==> config.mk <==
export PLATFORM = sky130hd
export DESIGN_NAME = pipeline_stall_ctrl
export DESIGN_NICKNAME = d
export VERILOG_FILES = /design/src/rtl/pipeline_stall_ctrl_pkg.sv /design/src/rtl/pipeline_stall_ctrl_load_use_detect.sv /design/src/rtl/pipeline_stall_ctrl.sv
export SDC_FILE = /design/constraint.sdc
export NUM_CORES = 1
export LEC_CHECK = 0
export CAP_MARGIN = 15
export CORE_MARGIN = 4
export CORE_UTILIZATION = 45
export DETAILED_ROUTE_END_ITERATION = 6
export PLACE_DENSITY = 0.76
export SLEW_MARGIN = 20
export SYNTH_ARGS = -nofsm -noshare
export SYNTH_HDL_FRONTEND = slang
export SYNTH_SLANG_ARGS = --single-unit
export TNS_END_PERCENT = 10
==> constraint.sdc <==
create_clock -name clk -period 2.4 [get_ports clk]
set_clock_uncertainty 0.05 [all_clocks]
set_input_delay 0.36 -clock clk [delete_from_list [all_inputs] [get_ports clk]]
set_output_delay 0.36 -clock clk [all_outputs]
set_load 0.02 [all_outputs]
==> src/rtl/pipeline_stall_ctrl_pkg.sv <==
// Shared definitions for the pipeline sequencing controller: state encoding,
// register-address width and counter widths.
package pipeline_stall_ctrl_pkg;

  localparam int unsigned STATE_W     = 2;
  localparam int unsigned REG_ADDR_W  = 3;
  localparam int unsigned STALL_CNT_W = 16;
  localparam int unsigned MEM_CNT_W   = 16;
  localparam int unsigned FLUSH_CNT_W = 4;

  typedef enum logic [STATE_W-1:0] {
    RUN        = 2'd0,
    LOAD_STALL = 2'd1,
    MEM_WAIT   = 2'd2,
    FLUSH      = 2'd3
  } state_e;

endpackage

==> src/rtl/pipeline_stall_ctrl_load_use_detect.sv <==
// Load-use hazard detector: flags a decode instruction that reads the register
// a load in execute is about to write.
//   src1_i, src2_i         decode source register addresses
//   src1_used_i, src2_used_i  decode instruction reads that source
//   dest_i                 destination register of the execute instruction
//   rw_i, mtr_i            execute instruction writes a register / is a load
//   load_use_o             hazard present (combinational)
module pipeline_stall_ctrl_load_use_detect
  import pipeline_stall_ctrl_pkg::*;
(
  input  logic [REG_ADDR_W-1:0] src1_i,
  input  logic [REG_ADDR_W-1:0] src2_i,
  input  logic                  src1_used_i,
  input  logic                  src2_used_i,
  input  logic [REG_ADDR_W-1:0] dest_i,
  input  logic                  rw_i,
  input  logic                  mtr_i,
  output logic                  load_use_o
);

  logic src1_hit;
  logic src2_hit;

  assign src1_hit   = src1_used_i && (src1_i == dest_i);
  assign src2_hit   = src2_used_i && (src2_i == dest_i);
  assign load_use_o = mtr_i && rw_i && (src1_hit || src2_hit);

endmodule

==> src/rtl/pipeline_stall_ctrl.sv <==
// Pipeline sequencing controller for the 5-stage core. Produces PC/F2D/D2E/E2M
// load enables and F2D/D2E flush strobes for load-use, taken-branch redirect
// and multi-cycle data-memory access. Strobes are Mealy (state + inputs).
//   clk, rst                       clock, async active-high reset
//   src1_d, src2_d, src*_used_d    decode sources
//   destAddrAfterD2E, RWAfterD2E, MTRAfterD2E  execute-stage control
//   branch_taken_e                 taken branch resolved in execute
//   mem_req_m, mem_ready           memory-stage access / completion
//   pc_en, f2d_en, d2e_en, e2m_en  register load enables
//   f2d_flush, d2e_flush           bubble insertion
//   mem_err                        one-cycle pulse on memory timeout
//   stall_cycles                   stall-cycle counter
// Optional feature macro: PIPELINE_STALL_PERF_CNT_EN enables stall_cycles;
// otherwise it is tied to zero.
module pipeline_stall_ctrl
  import pipeline_stall_ctrl_pkg::*;
#(
  parameter int unsigned MEM_TIMEOUT  = 255,
  parameter int unsigned FLUSH_CYCLES = 2
) (
  input  logic                   clk,
  input  logic                   rst,
  input  logic [REG_ADDR_W-1:0]  src1_d,
  input  logic [REG_ADDR_W-1:0]  src2_d,
  input  logic                   src1_used_d,
  input  logic                   src2_used_d,
  input  logic [REG_ADDR_W-1:0]  destAddrAfterD2E,
  input  logic                   RWAfterD2E,
  input  logic                   MTRAfterD2E,
  input  logic                   branch_taken_e,
  input  logic                   mem_req_m,
  input  logic                   mem_ready,
  output logic                   pc_en,
  output logic                   f2d_en,
  output logic                   d2e_en,
  output logic                   e2m_en,
  output logic                   f2d_flush,
  output logic                   d2e_flush,
  output logic                   mem_err,
  output logic [STALL_CNT_W-1:0] stall_cycles
);

  localparam bit                   MULTI_FLUSH = (FLUSH_CYCLES > 1);
  localparam logic [FLUSH_CNT_W-1:0] FLUSH_RELOAD =
    MULTI_FLUSH ? FLUSH_CNT_W'(FLUSH_CYCLES - 1) : '0;
  localparam logic [MEM_CNT_W-1:0] MEM_LIMIT = MEM_CNT_W'(MEM_TIMEOUT);

  state_e                 state_q, state_d;
  logic [MEM_CNT_W-1:0]   mem_cnt_q, mem_cnt_d;
  logic [FLUSH_CNT_W-1:0] flush_cnt_q, flush_cnt_d;

  logic load_use_c;
  logic mem_stall_c;
  logic pc_en_c, f2d_en_c, d2e_en_c, e2m_en_c;
  logic f2d_flush_c, d2e_flush_c, mem_err_c;

  pipeline_stall_ctrl_load_use_detect u_load_use_detect (
    .src1_i      (src1_d),
    .src2_i      (src2_d),
    .src1_used_i (src1_used_d),
    .src2_used_i (src2_used_d),
    .dest_i      (destAddrAfterD2E),
    .rw_i        (RWAfterD2E),
    .mtr_i       (MTRAfterD2E),
    .load_use_o  (load_use_c)
  );

  assign mem_stall_c = mem_req_m && !mem_ready;

  // State and counter registers
  always_ff @(posedge clk or posedge rst) begin
    if (rst) begin
      state_q     <= RUN;
      mem_cnt_q   <= '0;
      flush_cnt_q <= '0;
    end else begin
      state_q     <= state_d;
      mem_cnt_q   <= mem_cnt_d;
      flush_cnt_q <= flush_cnt_d;
    end
  end

  // Next state and strobes, in event priority: timeout/mem stall, branch, load-use
  always_comb begin
    state_d     = state_q;
    mem_cnt_d   = mem_cnt_q;
    flush_cnt_d = flush_cnt_q;
    pc_en_c     = 1'b1;
    f2d_en_c    = 1'b1;
    d2e_en_c    = 1'b1;
    e2m_en_c    = 1'b1;
    f2d_flush_c = 1'b0;
    d2e_flush_c = 1'b0;
    mem_err_c   = 1'b0;

    if (state_q == MEM_WAIT && mem_stall_c && mem_cnt_q == MEM_LIMIT) begin
      // Forced release: default strobes with an error pulse
      mem_err_c = 1'b1;
      mem_cnt_d = '0;
      state_d   = RUN;
    end else if (mem_stall_c) begin
      // Counter holds the number of frozen cycles seen so far
      pc_en_c   = 1'b0;
      f2d_en_c  = 1'b0;
      d2e_en_c  = 1'b0;
      e2m_en_c  = 1'b0;
      mem_cnt_d = MEM_CNT_W'(mem_cnt_q + 1'b1);
      state_d   = MEM_WAIT;
    end else begin
      mem_cnt_d = '0;
      if (branch_taken_e) begin
        f2d_flush_c = 1'b1;
        d2e_flush_c = 1'b1;
        flush_cnt_d = FLUSH_RELOAD;
        state_d     = MULTI_FLUSH ? FLUSH : RUN;
      end else begin
        case (state_q)
          FLUSH: begin
            f2d_flush_c = 1'b1;
            flush_cnt_d = FLUSH_CNT_W'(flush_cnt_q - 1'b1);
            state_d     = (flush_cnt_q <= FLUSH_CNT_W'(1)) ? RUN : FLUSH;
          end
          LOAD_STALL: begin
            state_d = RUN;
          end
          default: begin
            // RUN, and the MEM_WAIT release cycle, which behaves as RUN
            if (load_use_c) begin
              pc_en_c     = 1'b0;
              f2d_en_c    = 1'b0;
              d2e_flush_c = 1'b1;
              state_d     = LOAD_STALL;
            end else begin
              state_d = RUN;
            end
          end
        endcase
      end
    end
  end

  // Everything is held quiet while reset is asserted
  assign pc_en     = pc_en_c     && !rst;
  assign f2d_en    = f2d_en_c    && !rst;
  assign d2e_en    = d2e_en_c    && !rst;
  assign e2m_en    = e2m_en_c    && !rst;
  assign f2d_flush = f2d_flush_c && !rst;
  assign d2e_flush = d2e_flush_c && !rst;
  assign mem_err   = mem_err_c   && !rst;

`ifdef PIPELINE_STALL_PERF_CNT_EN
  logic [STALL_CNT_W-1:0] stall_cnt_q, stall_cnt_d;

  // Saturating count of cycles with the PC held
  always_comb begin
    stall_cnt_d = stall_cnt_q;
    if (!pc_en_c && stall_cnt_q != '1) begin
      stall_cnt_d = STALL_CNT_W'(stall_cnt_q + 1'b1);
    end
  end

  always_ff @(posedge clk or posedge rst) begin
    if (rst) begin
      stall_cnt_q <= '0;
    end else begin
      stall_cnt_q <= stall_cnt_d;
    end
  end

  assign stall_cycles = stall_cnt_q;
`else
  assign stall_cycles = '0;
`endif

endmodule

==> summary.md <==
| Metric | Value |
|---|---|
| Status | `finished clean` |
| Most frequent CP cell | `buf_4` |
| Max VDD drop | `0.0003391 V` |
| IO Count | `41` |
| Synth top cells by count | `dfrtp_1, nor2_1, buf_4` |
| Root Driver | `clkbuf_4` |
| Leak pwr | `0.8405 nW` |
| Post-synth EDFFs | `0` |
| Vias in the first global route | `1315` |
| Period Utilization, post-route | `0.9850` |
| Min cycle time layout | `2.364 ns` |
| Critical Setup Path Class | `reg2out` |
| Initial antenna violation count | `0` |
| DRT Pass-1 Iters | `4` |
| Synth Register Bits | `22` |
| Share of the synthesized area in the top cell type | `0.3922` |
| Clk_lat worst skew | `0.31 ns` |
| CP max FO | `2` |
| Core footprint | `3028 sq um` |
| Slew Viols, Final | `0` |
| Die Width | `63.86 um` |
| Die area | `4077 sq um` |
| HPWL Detailed | `2.741 mm` |
| Die H | `63.86 um` |
| Pre-CTS setup slack | `-0.2898 ns` |
| CTS tree | `done` |
| Final Core Density | `0.6178` |
| First-pass GRT wire length | `5.464 mm` |
| Setup-failing EPs final | `0` |
| Unique masters post-synth | `35` |
| RSZ-0062 raised after global routing | `yes` |
| Fmax | `0.4230 GHz` |
| Critical Path, Cell by Cell | `or4_4 -> buf_4 -> nor3_4 -> and3_1 -> buf_4` |
| Num Clock Sinks | `22` |
| # diodes | `0` |
| Site Rows | `20` |
| Setup crit end kind | `output port` |
| WL final | `3.336 mm` |
| Hold crit path type | `in2async` |
| CP arrival | `1.95 ns` |
| Slowest CP cell | `or4_4` |
| Critical Path RT | `1.99 ns` |
| Clk slew on worst S/H paths | `0.12 ns` |
| Slowest stage delay, CP | `0.55 ns` |
| Vias/cell | `5.040` |
| DR vias | `1245` |
| Worst setup margin | `0.03606 ns` |
| Yosys top cell by area | `dfrtp_1` |
| Critical Path Source Type | `register` |
| Filler Cell Count | `239` |
| Share of cells above drive strength 1 | `0.2315` |
| DRC viols | `0` |
| CTS Buffer Depth | `2` |
| Power Density | `459.3 nW/um^2` |
| Post-synthesis cell area | `1404 sq um` |
| Antenna violation net count after detailed routing | `0` |
| CTS Buf Count | `3` |
| Cells after Synth | `152` |
| Seq/Total Area, Yosys | `0.3922` |
| Starting density of the core | `0.4636` |
| Dominant synthesized flop cell | `dfrtp_1` |
| Hold Vio Cnt, Final | `0` |
| Max-slew headroom | `0.6100` |
| Count leader, synth | `dfrtp_1` |
| RePlAce Congestion | `0.8417` |
| Avg Inst Size Synth | `9.236 sq um` |
| Yosys warns | `0` |
| Post-CTS setup buffers | `0` |
| Ys async rst share | `1.000` |
| Grt total ovfl | `0` |
| Nets | `225` |
| Max-cap violations | `0` |
| Slew @ Worst Pin | `0.5850 ns` |
| CP delay by family, top | `simple AND/OR/NAND/NOR gates` |
| Sum of buffers and inverters on the critical path | `2` |
| H-tree levels | `1` |
| Post-DR wirelength/cell | `13.51 um` |
| I/O Buffers | `24` |
| Initial DRC count | `62` |
| Top cells by area, synth | `dfrtp_1, buf_4, xnor2_1, nor2_1, nand4_1` |
| Hold Buf Count CTS | `0` |
| Area added between synthesis and finish | `33.24%` |
| Largest net degree at the start of global routing | `16` |
| GR Util All Layers | `0.1669` |
[flip-flops by register name, indices dropped and copies added, names as in the netlist]
register,count
state_q,2
mem_cnt_q,16
flush_cnt_q,4
[path summary, 6_finish.rpt]
| path | start | end | slack (ns) | depth (start not counted) |
|---|---|---|---|---|
| worst max-delay path | state_q[0] | mem_err | 0.04 | 5 |
| worst min register to register | flush_cnt_q[1] | flush_cnt_q[1] | 0.51 | 2 |
| worst min-delay path | rst | mem_cnt_q[6] | 0.45 | 3 |
| min in group clk | flush_cnt_q[1] | flush_cnt_q[1] | 0.51 | 2 |
| max in group asynchronous | rst | mem_cnt_q[14] | 1.64 | 3 |
| worst max register to register | state_q[0] | mem_cnt_q[11] | 0.42 | 4 |
[cell families after synthesis]
kind of cell,share of synthesized area
AOI/OAI and AO/OA,0.1087
xor gates and xnor gates,0.1185
adders and majority gates,0.02674
buffers and inverters,0.1203
DFF,0.3922
other,0.002671
and+or+nand+nor,0.2309
[layer usage]
layer,vias up,GRT usage,routed length (um)
met2,62,0.2929,1678
met4,0,0.06199,55
li1,600,-,-
met1,575,0.1971,1361
met3,8,0.03691,241
met5,-,0,0
[stage by stage]
stage	total power, W	std cells	TNS, ns	instance area, sq um	hold slack [ns]
3_5_place_dp	0.0005855	243	-1.140	1819	0.4832
3_3_place_gp	0.0005758	243	-0.9055	1819	0.4716
6_report	0.0008591	247	0	1871	0.4476
5_1_grt	0.0008996	247	-0.1689	1871	0.4458
2_1_floorplan	0.0005251	167	0	1460	0.3129
4_1_cts	0.0008626	247	-0.09844	1863	0.4371
[power breakdown]
part	leakage (nW)	internal [W]	switching, W
clock	0.0279	0.000169	0.000112
sequential	0.297	0.000382	0.0000108
combinational	0.516	0.0000816	0.000104
[what timing repair did]
item                                    in CTS  in global routing
pin swaps                                    2                  3
resized for setup                           24                  7
endpoints found under the hold margin        0                  0
endpoints found under the setup margin       7                  6
[cells in the final DEF, fill, tap and decap left out, types with 2 or more instances in the layout]
master           Yosys  layout
clkdlybuf4s50_1      0      17
conb_1               1      16
o31a_1               2       2
xor2_1               5       5
dfrtp_1             22      22
xnor2_1             14      14
a211oi_2             1       2
inv_1                4       4
nand2_1              7       7
nand4_1              8       8
and4_1               2       2
clkbuf_4             0       3
o21ai_0              4       4
buf_2                0       2
buf_4               18      32
nor4_1               5       4
nor3_1               7       6
and2_1               2       2
a21oi_1              4       4
ha_1                 3       3
nor2_1              20      20
nand3_1              6       6
[cell type report]
cell class / count / area [sq um] / area share
Timing Repair Buffer: 53 / 434.2 / 0.2321
Tap cell: 44 / 55.05 / 0.02943
Sequential cell: 22 / 550.5 / 0.2943
Multi-Input combinational cell: 120 / 763.2 / 0.4080
Clock buffer: 3 / 22.52 / 0.01204
Inverter: 4 / 15.01 / 0.008027
Clock inverter: 1 / 30.03 / 0.01605
[worst reg2reg max path, stage by stage, from the launching register on]
cell and delay, ns:
dfrtp_1 0.41, or4_4 0.55, buf_4 0.17, o31ai_4 0.55, nor2_1 0.13
Power figures use the tool's default switching activity.
